**config.mk**
```make
export PLATFORM = sky130hd
export DESIGN_NAME = alu_share_arbiter_flat
export DESIGN_NICKNAME = d
export VERILOG_FILES = /design/src/rtl/alu_share_arbiter_if.sv /design/src/rtl/alu_share_arbiter.sv /design/src/flat_wrapper.sv
export SDC_FILE = /design/constraint.sdc
export NUM_CORES = 1
export LEC_CHECK = 0
export ABC_AREA = 1
export CORE_MARGIN = 10
export CORE_UTILIZATION = 40
export DETAILED_ROUTE_END_ITERATION = 12
export PLACE_DENSITY = 0.85
export SYNTH_ARGS = -nofsm -noshare
export SYNTH_HDL_FRONTEND = slang
export SYNTH_SLANG_ARGS = --single-unit
export TNS_END_PERCENT = 20
```
**constraint.sdc**
```tcl
create_clock -name clk -period 2.2 [get_ports clk]
set_clock_uncertainty 0.1 [all_clocks]
set_input_delay 0.55 -clock clk [delete_from_list [all_inputs] [get_ports clk]]
set_output_delay 0.55 -clock clk [all_outputs]
set_load 0.02 [all_outputs]
```
**src/rtl/alu_share_arbiter_if.sv**
```systemverilog
// -----------------------------------------------------------------------------
// alu_share_arbiter_if
//   Bundles every handshake/bus signal of the shared-ALU arbiter.
//   slave  modport : arbiter side (drives ready/response/ALU-operand signals)
//   master modport : environment side (requesters, response consumers, ALU)
//   Signals:
//     reqN_valid/ready, reqN_a/_b/_op  : request handshakes (N = 0,1)
//     rspN_valid/ready                 : response handshakes
//     rsp_r, rsp_cout/overflow/zero    : shared captured result and flags
//     rsp_err                          : illegal-op flag
//     alu_a/_b/_op                     : registered operands to the ALU
//     alu_r, alu_cout/overflow/zero    : combinational ALU outputs
// -----------------------------------------------------------------------------
interface alu_share_arbiter_if #(
   parameter int WIDTH = 16,
   parameter int OP_W  = 3
);
   logic             req0_valid, req0_ready;
   logic [WIDTH-1:0] req0_a, req0_b;
   logic [OP_W-1:0]  req0_op;
   logic             req1_valid, req1_ready;
   logic [WIDTH-1:0] req1_a, req1_b;
   logic [OP_W-1:0]  req1_op;
   logic             rsp0_valid, rsp0_ready;
   logic             rsp1_valid, rsp1_ready;
   logic [WIDTH-1:0] rsp_r;
   logic             rsp_cout, rsp_overflow, rsp_zero, rsp_err;
   logic [WIDTH-1:0] alu_a, alu_b;
   logic [OP_W-1:0]  alu_op;
   logic [WIDTH-1:0] alu_r;
   logic             alu_cout, alu_overflow, alu_zero;

   modport slave (
      input  req0_valid, req0_a, req0_b, req0_op,
      input  req1_valid, req1_a, req1_b, req1_op,
      input  rsp0_ready, rsp1_ready,
      input  alu_r, alu_cout, alu_overflow, alu_zero,
      output req0_ready, req1_ready, rsp0_valid, rsp1_valid,
      output rsp_r, rsp_cout, rsp_overflow, rsp_zero, rsp_err,
      output alu_a, alu_b, alu_op
   );

   modport master (
      output req0_valid, req0_a, req0_b, req0_op,
      output req1_valid, req1_a, req1_b, req1_op,
      output rsp0_ready, rsp1_ready,
      output alu_r, alu_cout, alu_overflow, alu_zero,
      input  req0_ready, req1_ready, rsp0_valid, rsp1_valid,
      input  rsp_r, rsp_cout, rsp_overflow, rsp_zero, rsp_err,
      input  alu_a, alu_b, alu_op
   );
endinterface

```
**src/rtl/alu_share_arbiter.sv**
```systemverilog
// -----------------------------------------------------------------------------
// alu_share_arbiter
//   Shares one combinational ALU between two requesters with round-robin
//   priority. One operation in flight: IDLE (accept) -> EXEC (ALU settles on
//   registered operands) -> RESP (result/flags held until consumed) -> IDLE.
//   Ports:
//     clk   : rising-edge clock
//     reset : asynchronous, active-high reset
//     bus   : alu_share_arbiter_if.slave (requests, responses, ALU operands)
//   Optional feature macro: ALU_ARB_OPCHECK_EN
//     defined   : illegal op codes are accepted but bypass the ALU, answering
//                 one cycle later with rsp_r=0, flags 0, rsp_err=1
//     undefined : op codes pass unchecked, rsp_err tied 0
// -----------------------------------------------------------------------------
module alu_share_arbiter #(
   parameter int WIDTH     = 16,
   parameter int OP_W      = 3,
   parameter int PRIO_INIT = 0
) (
   input logic               clk,
   input logic               reset,
   alu_share_arbiter_if.slave bus
);

   typedef enum logic [1:0] {IDLE = 2'd0, EXEC = 2'd1, RESP = 2'd2} state_t;

   state_t           state_q, state_d;
   logic             prio_q, prio_d;
   logic             grant_q, grant_d;
   logic [WIDTH-1:0] alu_a_q, alu_a_d, alu_b_q, alu_b_d;
   logic [OP_W-1:0]  alu_op_q, alu_op_d;
   logic [WIDTH-1:0] rsp_r_q, rsp_r_d;
   logic             rsp_cout_q, rsp_cout_d;
   logic             rsp_ovf_q, rsp_ovf_d;
   logic             rsp_zero_q, rsp_zero_d;

   logic             winner;
   logic [WIDTH-1:0] sel_a, sel_b;
   logic [OP_W-1:0]  sel_op;
   logic [1:0]       req_rdy, rsp_vld;

`ifdef ALU_ARB_OPCHECK_EN
   logic rsp_err_q, rsp_err_d;

   function automatic logic op_legal(input logic [OP_W-1:0] op);
      return (op == OP_W'(0)) || (op == OP_W'(1)) ||
             (op == OP_W'(2)) || (op == OP_W'(6));
   endfunction
`endif

   // Only-valid requester wins; on a tie the priority holder wins.
   assign winner = (bus.req0_valid && bus.req1_valid) ? prio_q : bus.req1_valid;
   assign sel_a  = winner ? bus.req1_a  : bus.req0_a;
   assign sel_b  = winner ? bus.req1_b  : bus.req0_b;
   assign sel_op = winner ? bus.req1_op : bus.req0_op;

   always_comb begin
      state_d    = state_q;
      prio_d     = prio_q;
      grant_d    = grant_q;
      alu_a_d    = alu_a_q;
      alu_b_d    = alu_b_q;
      alu_op_d   = alu_op_q;
      rsp_r_d    = rsp_r_q;
      rsp_cout_d = rsp_cout_q;
      rsp_ovf_d  = rsp_ovf_q;
      rsp_zero_d = rsp_zero_q;
`ifdef ALU_ARB_OPCHECK_EN
      rsp_err_d  = rsp_err_q;
`endif
      req_rdy    = 2'b00;
      rsp_vld    = 2'b00;
      case (state_q)
         IDLE: begin
            if (bus.req0_valid || bus.req1_valid) begin
               req_rdy[winner] = 1'b1;
               grant_d         = winner;
`ifdef ALU_ARB_OPCHECK_EN
               if (!op_legal(sel_op)) begin
                  // Illegal op bypasses the ALU; operand regs keep last value.
                  rsp_r_d    = '0;
                  rsp_cout_d = 1'b0;
                  rsp_ovf_d  = 1'b0;
                  rsp_zero_d = 1'b0;
                  rsp_err_d  = 1'b1;
                  state_d    = RESP;
               end else begin
                  alu_a_d  = sel_a;
                  alu_b_d  = sel_b;
                  alu_op_d = sel_op;
                  state_d  = EXEC;
               end
`else
               alu_a_d  = sel_a;
               alu_b_d  = sel_b;
               alu_op_d = sel_op;
               state_d  = EXEC;
`endif
            end
         end
         EXEC: begin
            rsp_r_d    = bus.alu_r;
            rsp_cout_d = bus.alu_cout;
            rsp_ovf_d  = bus.alu_overflow;
            rsp_zero_d = bus.alu_zero;
`ifdef ALU_ARB_OPCHECK_EN
            rsp_err_d  = 1'b0;
`endif
            state_d    = RESP;
         end
         RESP: begin
            rsp_vld[grant_q] = 1'b1;
            if (grant_q ? bus.rsp1_ready : bus.rsp0_ready) begin
               prio_d  = ~grant_q;
               state_d = IDLE;
            end
         end
         default: state_d = IDLE;
      endcase
   end

   always_ff @(posedge clk or posedge reset) begin
      if (reset) begin
         state_q    <= IDLE;
         prio_q     <= 1'(PRIO_INIT);
         grant_q    <= 1'b0;
         alu_a_q    <= '0;
         alu_b_q    <= '0;
         alu_op_q   <= '0;
         rsp_r_q    <= '0;
         rsp_cout_q <= 1'b0;
         rsp_ovf_q  <= 1'b0;
         rsp_zero_q <= 1'b0;
`ifdef ALU_ARB_OPCHECK_EN
         rsp_err_q  <= 1'b0;
`endif
      end else begin
         state_q    <= state_d;
         prio_q     <= prio_d;
         grant_q    <= grant_d;
         alu_a_q    <= alu_a_d;
         alu_b_q    <= alu_b_d;
         alu_op_q   <= alu_op_d;
         rsp_r_q    <= rsp_r_d;
         rsp_cout_q <= rsp_cout_d;
         rsp_ovf_q  <= rsp_ovf_d;
         rsp_zero_q <= rsp_zero_d;
`ifdef ALU_ARB_OPCHECK_EN
         rsp_err_q  <= rsp_err_d;
`endif
      end
   end

   assign bus.req0_ready   = req_rdy[0];
   assign bus.req1_ready   = req_rdy[1];
   assign bus.rsp0_valid   = rsp_vld[0];
   assign bus.rsp1_valid   = rsp_vld[1];
   assign bus.rsp_r        = rsp_r_q;
   assign bus.rsp_cout     = rsp_cout_q;
   assign bus.rsp_overflow = rsp_ovf_q;
   assign bus.rsp_zero     = rsp_zero_q;
   assign bus.alu_a        = alu_a_q;
   assign bus.alu_b        = alu_b_q;
   assign bus.alu_op       = alu_op_q;
`ifdef ALU_ARB_OPCHECK_EN
   assign bus.rsp_err      = rsp_err_q;
`else
   assign bus.rsp_err      = 1'b0;
`endif

endmodule

```
**src/flat_wrapper.sv**
```systemverilog
// flat-port wrapper written by rule: the top's interface ports become plain ports
module alu_share_arbiter_flat 
#(
   parameter int WIDTH     = 16,
   parameter int OP_W      = 3,
   parameter int PRIO_INIT = 0
)
  (clk, reset, bus_req0_valid, bus_req0_a, bus_req0_b, bus_req0_op, bus_req1_valid, bus_req1_a, bus_req1_b, bus_req1_op, bus_rsp0_ready, bus_rsp1_ready, bus_alu_r, bus_alu_cout, bus_alu_overflow, bus_alu_zero, bus_req0_ready, bus_req1_ready, bus_rsp0_valid, bus_rsp1_valid, bus_rsp_r, bus_rsp_cout, bus_rsp_overflow, bus_rsp_zero, bus_rsp_err, bus_alu_a, bus_alu_b, bus_alu_op);
  alu_share_arbiter_if #(.WIDTH(WIDTH), .OP_W(OP_W)) bus_i ();
  input logic clk;
  input logic reset;
  input wire logic [$bits(bus_i.req0_valid)-1:0] bus_req0_valid;
  input wire logic [$bits(bus_i.req0_a)-1:0] bus_req0_a;
  input wire logic [$bits(bus_i.req0_b)-1:0] bus_req0_b;
  input wire logic [$bits(bus_i.req0_op)-1:0] bus_req0_op;
  input wire logic [$bits(bus_i.req1_valid)-1:0] bus_req1_valid;
  input wire logic [$bits(bus_i.req1_a)-1:0] bus_req1_a;
  input wire logic [$bits(bus_i.req1_b)-1:0] bus_req1_b;
  input wire logic [$bits(bus_i.req1_op)-1:0] bus_req1_op;
  input wire logic [$bits(bus_i.rsp0_ready)-1:0] bus_rsp0_ready;
  input wire logic [$bits(bus_i.rsp1_ready)-1:0] bus_rsp1_ready;
  input wire logic [$bits(bus_i.alu_r)-1:0] bus_alu_r;
  input wire logic [$bits(bus_i.alu_cout)-1:0] bus_alu_cout;
  input wire logic [$bits(bus_i.alu_overflow)-1:0] bus_alu_overflow;
  input wire logic [$bits(bus_i.alu_zero)-1:0] bus_alu_zero;
  output wire logic [$bits(bus_i.req0_ready)-1:0] bus_req0_ready;
  output wire logic [$bits(bus_i.req1_ready)-1:0] bus_req1_ready;
  output wire logic [$bits(bus_i.rsp0_valid)-1:0] bus_rsp0_valid;
  output wire logic [$bits(bus_i.rsp1_valid)-1:0] bus_rsp1_valid;
  output wire logic [$bits(bus_i.rsp_r)-1:0] bus_rsp_r;
  output wire logic [$bits(bus_i.rsp_cout)-1:0] bus_rsp_cout;
  output wire logic [$bits(bus_i.rsp_overflow)-1:0] bus_rsp_overflow;
  output wire logic [$bits(bus_i.rsp_zero)-1:0] bus_rsp_zero;
  output wire logic [$bits(bus_i.rsp_err)-1:0] bus_rsp_err;
  output wire logic [$bits(bus_i.alu_a)-1:0] bus_alu_a;
  output wire logic [$bits(bus_i.alu_b)-1:0] bus_alu_b;
  output wire logic [$bits(bus_i.alu_op)-1:0] bus_alu_op;
  assign bus_i.req0_valid = bus_req0_valid;
  assign bus_i.req0_a = bus_req0_a;
  assign bus_i.req0_b = bus_req0_b;
  assign bus_i.req0_op = bus_req0_op;
  assign bus_i.req1_valid = bus_req1_valid;
  assign bus_i.req1_a = bus_req1_a;
  assign bus_i.req1_b = bus_req1_b;
  assign bus_i.req1_op = bus_req1_op;
  assign bus_i.rsp0_ready = bus_rsp0_ready;
  assign bus_i.rsp1_ready = bus_rsp1_ready;
  assign bus_i.alu_r = bus_alu_r;
  assign bus_i.alu_cout = bus_alu_cout;
  assign bus_i.alu_overflow = bus_alu_overflow;
  assign bus_i.alu_zero = bus_alu_zero;
  assign bus_req0_ready = bus_i.req0_ready;
  assign bus_req1_ready = bus_i.req1_ready;
  assign bus_rsp0_valid = bus_i.rsp0_valid;
  assign bus_rsp1_valid = bus_i.rsp1_valid;
  assign bus_rsp_r = bus_i.rsp_r;
  assign bus_rsp_cout = bus_i.rsp_cout;
  assign bus_rsp_overflow = bus_i.rsp_overflow;
  assign bus_rsp_zero = bus_i.rsp_zero;
  assign bus_rsp_err = bus_i.rsp_err;
  assign bus_alu_a = bus_i.alu_a;
  assign bus_alu_b = bus_i.alu_b;
  assign bus_alu_op = bus_i.alu_op;
  alu_share_arbiter #(.WIDTH(WIDTH), .OP_W(OP_W), .PRIO_INIT(PRIO_INIT)) u_core (.clk(clk), .reset(reset), .bus(bus_i));
endmodule
```
==> results of run 1 <==
[critical path, cell delays in order (launching register included)]
cell and delay [ns]:
dfrtp_1 0.41, nor2_1 0.16, inv_1 0.09, nor2_1 0.11
clkdlybuf4s15_1 0.33
[cell usage in the layout (no fill, tap or decap), drive strengths merged, types with 2 or more instances in the layout]
master         count
nand3             89
dfrtp             58
nand2            153
inv               77
clkdlybuf4s15      2
o21ai              3
buf               14
nor2               6
clkbuf            14
clkdlybuf4s50    146
dlymetal6s2s       2
[routing by layer]
layer  GRT usage, %  vias up
li1               -     1533
met1          19.79     1429
met2          28.14      114
met3          6.944        6
met4          5.222        0
met5              0        -
[metrics by stage]
step	total power [uW]	hold WS, ns	area, um2	cells
floorplan	3748	0.3530	2959	412
global placement	5234	0.3520	4569	651
detailed placement	5352	0.3619	4569	651
CTS	6346	0.3775	4761	667
global route	6731	0.3895	4775	667
finish	6267	0.3740	4775	667
[report_power, final]
group | leakage [uW] | internal [uW] | switching, uW
sequential | 0.000708 | 1610 | 289
clock | 0.000101 | 585 | 396
combinational | 0.00172 | 1460 | 1930
total | 0.00253 | 3650 | 2620
[flip-flops by register name, indices dropped and copies added (netlist names), 2 cells and up]
register / flops
u_core.bus.alu_op: 3
u_core.bus.alu_b: 16
u_core.bus.alu_a: 16
u_core.bus.rsp_r: 16
u_core.state_q: 2
[cell families after synthesis]
logic type	synth area share, %
AND/OR/NAND/NOR	35.73
buffers and inverters	14.42
AO/OA/AOI/OAI	0.6762
other	0.1267
flip-flops	49.05
[worst max path at each step]
stage                          endpoint  slack, ns  depth (start not counted)         startpoint
finish                   bus_rsp0_valid       0.13                          4  u_core.state_q[0]
floorplan           u_core.bus.alu_a[0]       0.12                          1              reset
global route             bus_rsp0_valid       0.02                          4  u_core.state_q[0]
global placement         bus_req0_ready      -0.53                          6     bus_req1_valid
detailed placement       bus_req0_ready      -0.53                          6     bus_req1_valid
CTS                      bus_req0_ready      -0.18                          6     bus_req1_valid
[final cells by class]
class	instances	area (um2)
multi-input cells	253	1085
well taps	99	123.9
fillers	625	2440
repair buffers	164	1628
clock inverters	2	35.03
inverters	77	289.0
clock buffers	14	162.7
flip-flops and latches	58	1451
[what timing repair did]
| item | 4_1_cts | 5_1_grt |
|---|---|---|
| resized for setup | 9 | 9 |
| endpoints found under the setup margin | 4 | 4 |
| hold buffers | 0 | 0 |
| pin swaps | 0 | 1 |
| setup buffers | 0 | 0 |
==> results.md, run 1 <==
* Synthesized Nets at 507
* Distinct cells, synth at 15
* Final Max Tran Viols at 0
* Lkg Pwr at approximately 0.0025 uW
* Cell Area, Synth at 2959 um2
* Number of inserted diodes at 0
* Final WL at about 9600 um
* EDFF count, synth at 0
* #FFs+latches synth at between 50 and 60
* Met1 wire length at just over 4000 um
* Htree depth at 3
* Hold WC Path Type: register to register
* PD cells at 1313 nW/um2
* Setup Crit Path Kind: register to output pin
* Hold Crit Start: u_core.bus.rsp_r[15]
* Setup_tns at 0 ns
* Via Count at 3082
* Longest Clk Path Bufs at 2
* Final hold violations at 0
* Share of cells above drive strength 1 at 6.338%
* GR Util All Layers at around 17%
* Worst setup margin at 0.1324 ns
* Req. time, crit path at 1.55 ns
* Max Used Layer: met4
* CTS tree: built
* Setup Viol. Count Final at 0
* CP Capture Type: output pin
* First-pass GRT wire length at about 16000 um
* Post-synth ARST share at 100.0%
* Final #Nets at 658
* Synth top area share at 49.05%
* Drt pass-1 iters at 4
* Worst Hold Endpoint: u_core.bus.rsp_r[15]
* DR WL met3 at between 800 and 900 um
* Pre-CTS setup slack at -0.5300 ns
* Core ar. at 7214 um2
* I/O Pins at 154
* Initial antenna violation count at 0
* Arrival @ worst endpoint at about 1.4 ns
* R2R cell count at 5
* Maximum clock frequency at 483.7 MHz
* Critical Path Fanout Max at 3
* Final Util at 66.18%
* CP Launch Type: register
* Tmin final at 2.068 ns
* Avg WL per Cell at 14.34 um
* Pin count of the biggest net entering global routing at ~60
* Relative slew margins at 55.79%
* Die height at 106.0 um
* RePlAce Congestion at 0.7799
* Die area at 11240 um2
* Hold depth at 2
* RSZ-0062 raised after global routing: no
* Max Cap Violations at 0
* Synth Instances at 412
* Status: finished clean
* Yosys top cell by area: dfrtp_1
* Largest cells by area after synthesis: dfrtp_1, nand2_1, nand3_1
* Root Buffer: clkbuf_8
* Vias per cell at around 4.6
* Slack of the worst reg-to-reg path at 0.53 ns
* Core Rows at 31
* Clk Latency, worst-skew pair at 0.33 ns
* Tightest Pin Transition at between 0.6 and 0.7 ns
* Area Growth Syn to Fin at 61.35%
* R2r endpoint: u_core.bus.rsp_overflow
* Die X at 106.0 um
* Max VDD drop at 0.0005090 V
* Synth top cells by count: nand2_1, nand3_1, inv_1
* Starting density of the core at 41.02%
* IO buf count at 152
* 1st-iter DRT viols at 64
* Warnings, synthesis at 0
* Grt total ovfl at 0
* Most numerous cell in the Yosys netlist: nand2_1
* Period utilisation layout at 93.98%
* Syn avg cell area at 7.182 um2
* Clk slew on worst S/H paths at 0.06 ns
* WL met2 at about 4600 um
* CTS sink count at 58
* DR DRC count at 0
* Final HPWL DP at 7412 um
* Most used DFF post-synth: dfrtp_1
* Post-route ant nets at 0
* Launch point of the worst reg-to-reg path: u_core.state_q[1]
* Sequential area share after synthesis at 49.05%
* Number of global-route vias before repair at between 3000 and 4000
* CTS Buf Count at 9
Note: power is estimated with default switching activity, not from simulation.
==> run 2, diff against run 1 <==
ABC_CLOCK_PERIOD_IN_PS = 2200   (was default)
PLACE_DENSITY = 0.81   (was 0.85)
RECOVER_POWER = 50   (was default)
==> results.md, run 2 (synthesis gave the netlist of run 1 again) <==
* Share of cells above drive strength 1 at 7.030%
* Lkg Pwr at 0.002518 uW
* Clk Latency, worst-skew pair at roughly 0.33 ns
* RSZ-0062 raised after global routing: yes
* Longest Clk Path Bufs at 2
* Avg WL per Cell at 14.21 um
* Setup Buffers After CTS at 0
* DR DRC count at 0
* R2r endpoint: u_core.state_q[1]
* Root Buffer: clkbuf_8
* Max VDD drop at about 0.00056 V
* Drt pass-1 iters at 4
* Die height at 106.0 um
* CP cell instances: clkdlybuf4s50_1 > buf_4 > nand2_4 > a21oi_2 > buf_6
* Area occupied by multi-input gates at 1092 um2
* Htree depth at 3
* Initial antenna violation count at 0
* Fill cells at between 600 and 700
* Core Rows at 31
* Slack of the worst reg-to-reg path at 0.40 ns
* Worst hold slack at 0.3696 ns
* Launch point of the worst reg-to-reg path: u_core.state_q[0]
* Worst setup path end: bus_req0_ready
* Final Max Tran Viols at 0
* CTS sink count at 58
* Final hold violations at 0
* R2R cell count at 3
* CP Capture Type: output pin
* Fin cells at 668
* IO buf count at 152
* Grt peak-use layer: met2
* Hold WC Path Type: register to register
* I/O Pins at around 150
* Starting density of the core at 41.02%
* Met3 Use GR at 6.703%
* Slowest-stage cell, CP: clkdlybuf4s50_1
* Max Cap Violations at 0
* Tmin final at about 2.2 ns
* Via Count at 3124
* Area Growth Syn to Fin at 61.31%
* Critical Path Fanout Max at 4
* Cells after DPL at 652
* Core ar. at 7214 um2
* Final #Nets at 659
* Most frequent cells in the layout: nand2_1, clkdlybuf4s50_1, nand3_1, inv_1, dfrtp_1
* Number of inserted diodes at 0
* Final WL at approximately 9500 um
* Maximum clock frequency at ~460 MHz
* CTS tree: built
* Reg area at 1451 um2
* CP Launch Type: input port
* Grt total ovfl at 0
* Vias per cell at 4.677
* Die X at 106.0 um
* Met2 usage at 28.31%
* Tightest Pin Transition at 1.272 ns
* Setup Viol. Count Final at 0
* GR Util All Layers at 17.14%
* Slowest Stage Delay on Critical Path at 0.47 ns
* Number of global-route vias before repair at 3261
* Commonest non-fill, non-tap cell in the layout: nand2_1
* Post-route ant nets at 0
* RePlAce Congestion at 0.7726
* Clk slew on worst S/H paths at around 0.060 ns
* Pin count of the biggest net entering global routing at 59
* 1st-iter DRT viols at between 80 and 90
* Arrival @ worst endpoint at 1.51 ns
* Die area at 11240 um2
* Final HPWL DP at 7289 um
* Relative slew margins at ~15%
* Setup Crit Path Kind: input port to output pin
* First-pass GRT wire length at 15860 um
* M1 GR Usage at 19.83%
* Critical path startpoint: bus_req0_valid
* Status: finished clean
* Req. time, crit path at ~1.6 ns
* PD cells at 1317 nW/um2
* Period utilisation layout at 98.30%
* CTS Buf Count at 9
-- run 2: area by class of cell --
class | count | area share [%]
Timing Repair Buffer | 165 | 33.79
Clock buffer | 11 | 3.172
Clock inverter | 5 | 1.101
Tap cell | 99 | 2.595
Sequential cell | 58 | 30.41
Multi-Input combinational cell | 253 | 22.88
Inverter | 77 | 6.055
-- run 2: what timing repair did --
| item | CTS | global route |
|---|---|---|
| pin swaps | 0 | 1 |
| resized for setup | 9 | 9 |
| endpoints found under the setup margin | 4 | 4 |
| hold buffers | 0 | 0 |
-- run 2: metrics by stage --
stage / setup TNS (ns) / setup slack, ns / area (um2) / power (uW) / utilization, %
floorplan: 0 / 0.1220 / 2959 / 3748 / -
global placement: -0.9247 / -0.5198 / 4577 / 5250 / 63.44
detailed placement: -0.9416 / -0.5043 / 4577 / 5339 / 63.44
CTS: -0.1553 / -0.1553 / 4775 / 6344 / 66.18
global route: -0.009657 / -0.009657 / 4773 / 6766 / 66.16
finish: 0 / 0.03732 / 4773 / 6289 / 66.16
-- run 2: layer usage --
metal / share of wire [%] / wire (um) / up-vias
li1: - / - / 1541
met1: 41 / 3911 / 1439
met2: 47 / 4493 / 132
met3: 10 / 963 / 12
met4: 1.3 / 124 / 0
met5: 0 / 0 / -
-- run 2: how the worst min path moves through the flow --
| stage | startpoint | end | slack [ns] | depth (start not counted) |
|---|---|---|---|---|
| floorplan | u_core.prio_q | u_core.prio_q | 0.35 | 2 |
| global placement | u_core.bus.rsp_r[12] | u_core.bus.rsp_r[12] | 0.35 | 2 |
| detailed placement | u_core.bus.rsp_overflow | u_core.bus.rsp_overflow | 0.36 | 2 |
| CTS | u_core.bus.rsp_r[11] | u_core.bus.rsp_r[11] | 0.37 | 2 |
| global route | u_core.bus.alu_a[6] | u_core.bus.alu_a[6] | 0.40 | 2 |
| finish | u_core.bus.rsp_r[11] | u_core.bus.rsp_r[11] | 0.37 | 2 |
-- run 2: critical path: cells and delay by family --
| kind | cells | cell delay, ns |
|---|---|---|
| compound gates | 1 | 0.16 |
| simple gates | 1 | 0.07 |
| buf+inv | 3 | 0.73 |
-- run 2: power by group --
group          switching [uW]  internal (uW)  leakage, uW
Clock                     418            578     0.000105
Sequential                285           1610     0.000708
Combinational            1940           1460      0.00170
Total                    2640           3650      0.00252
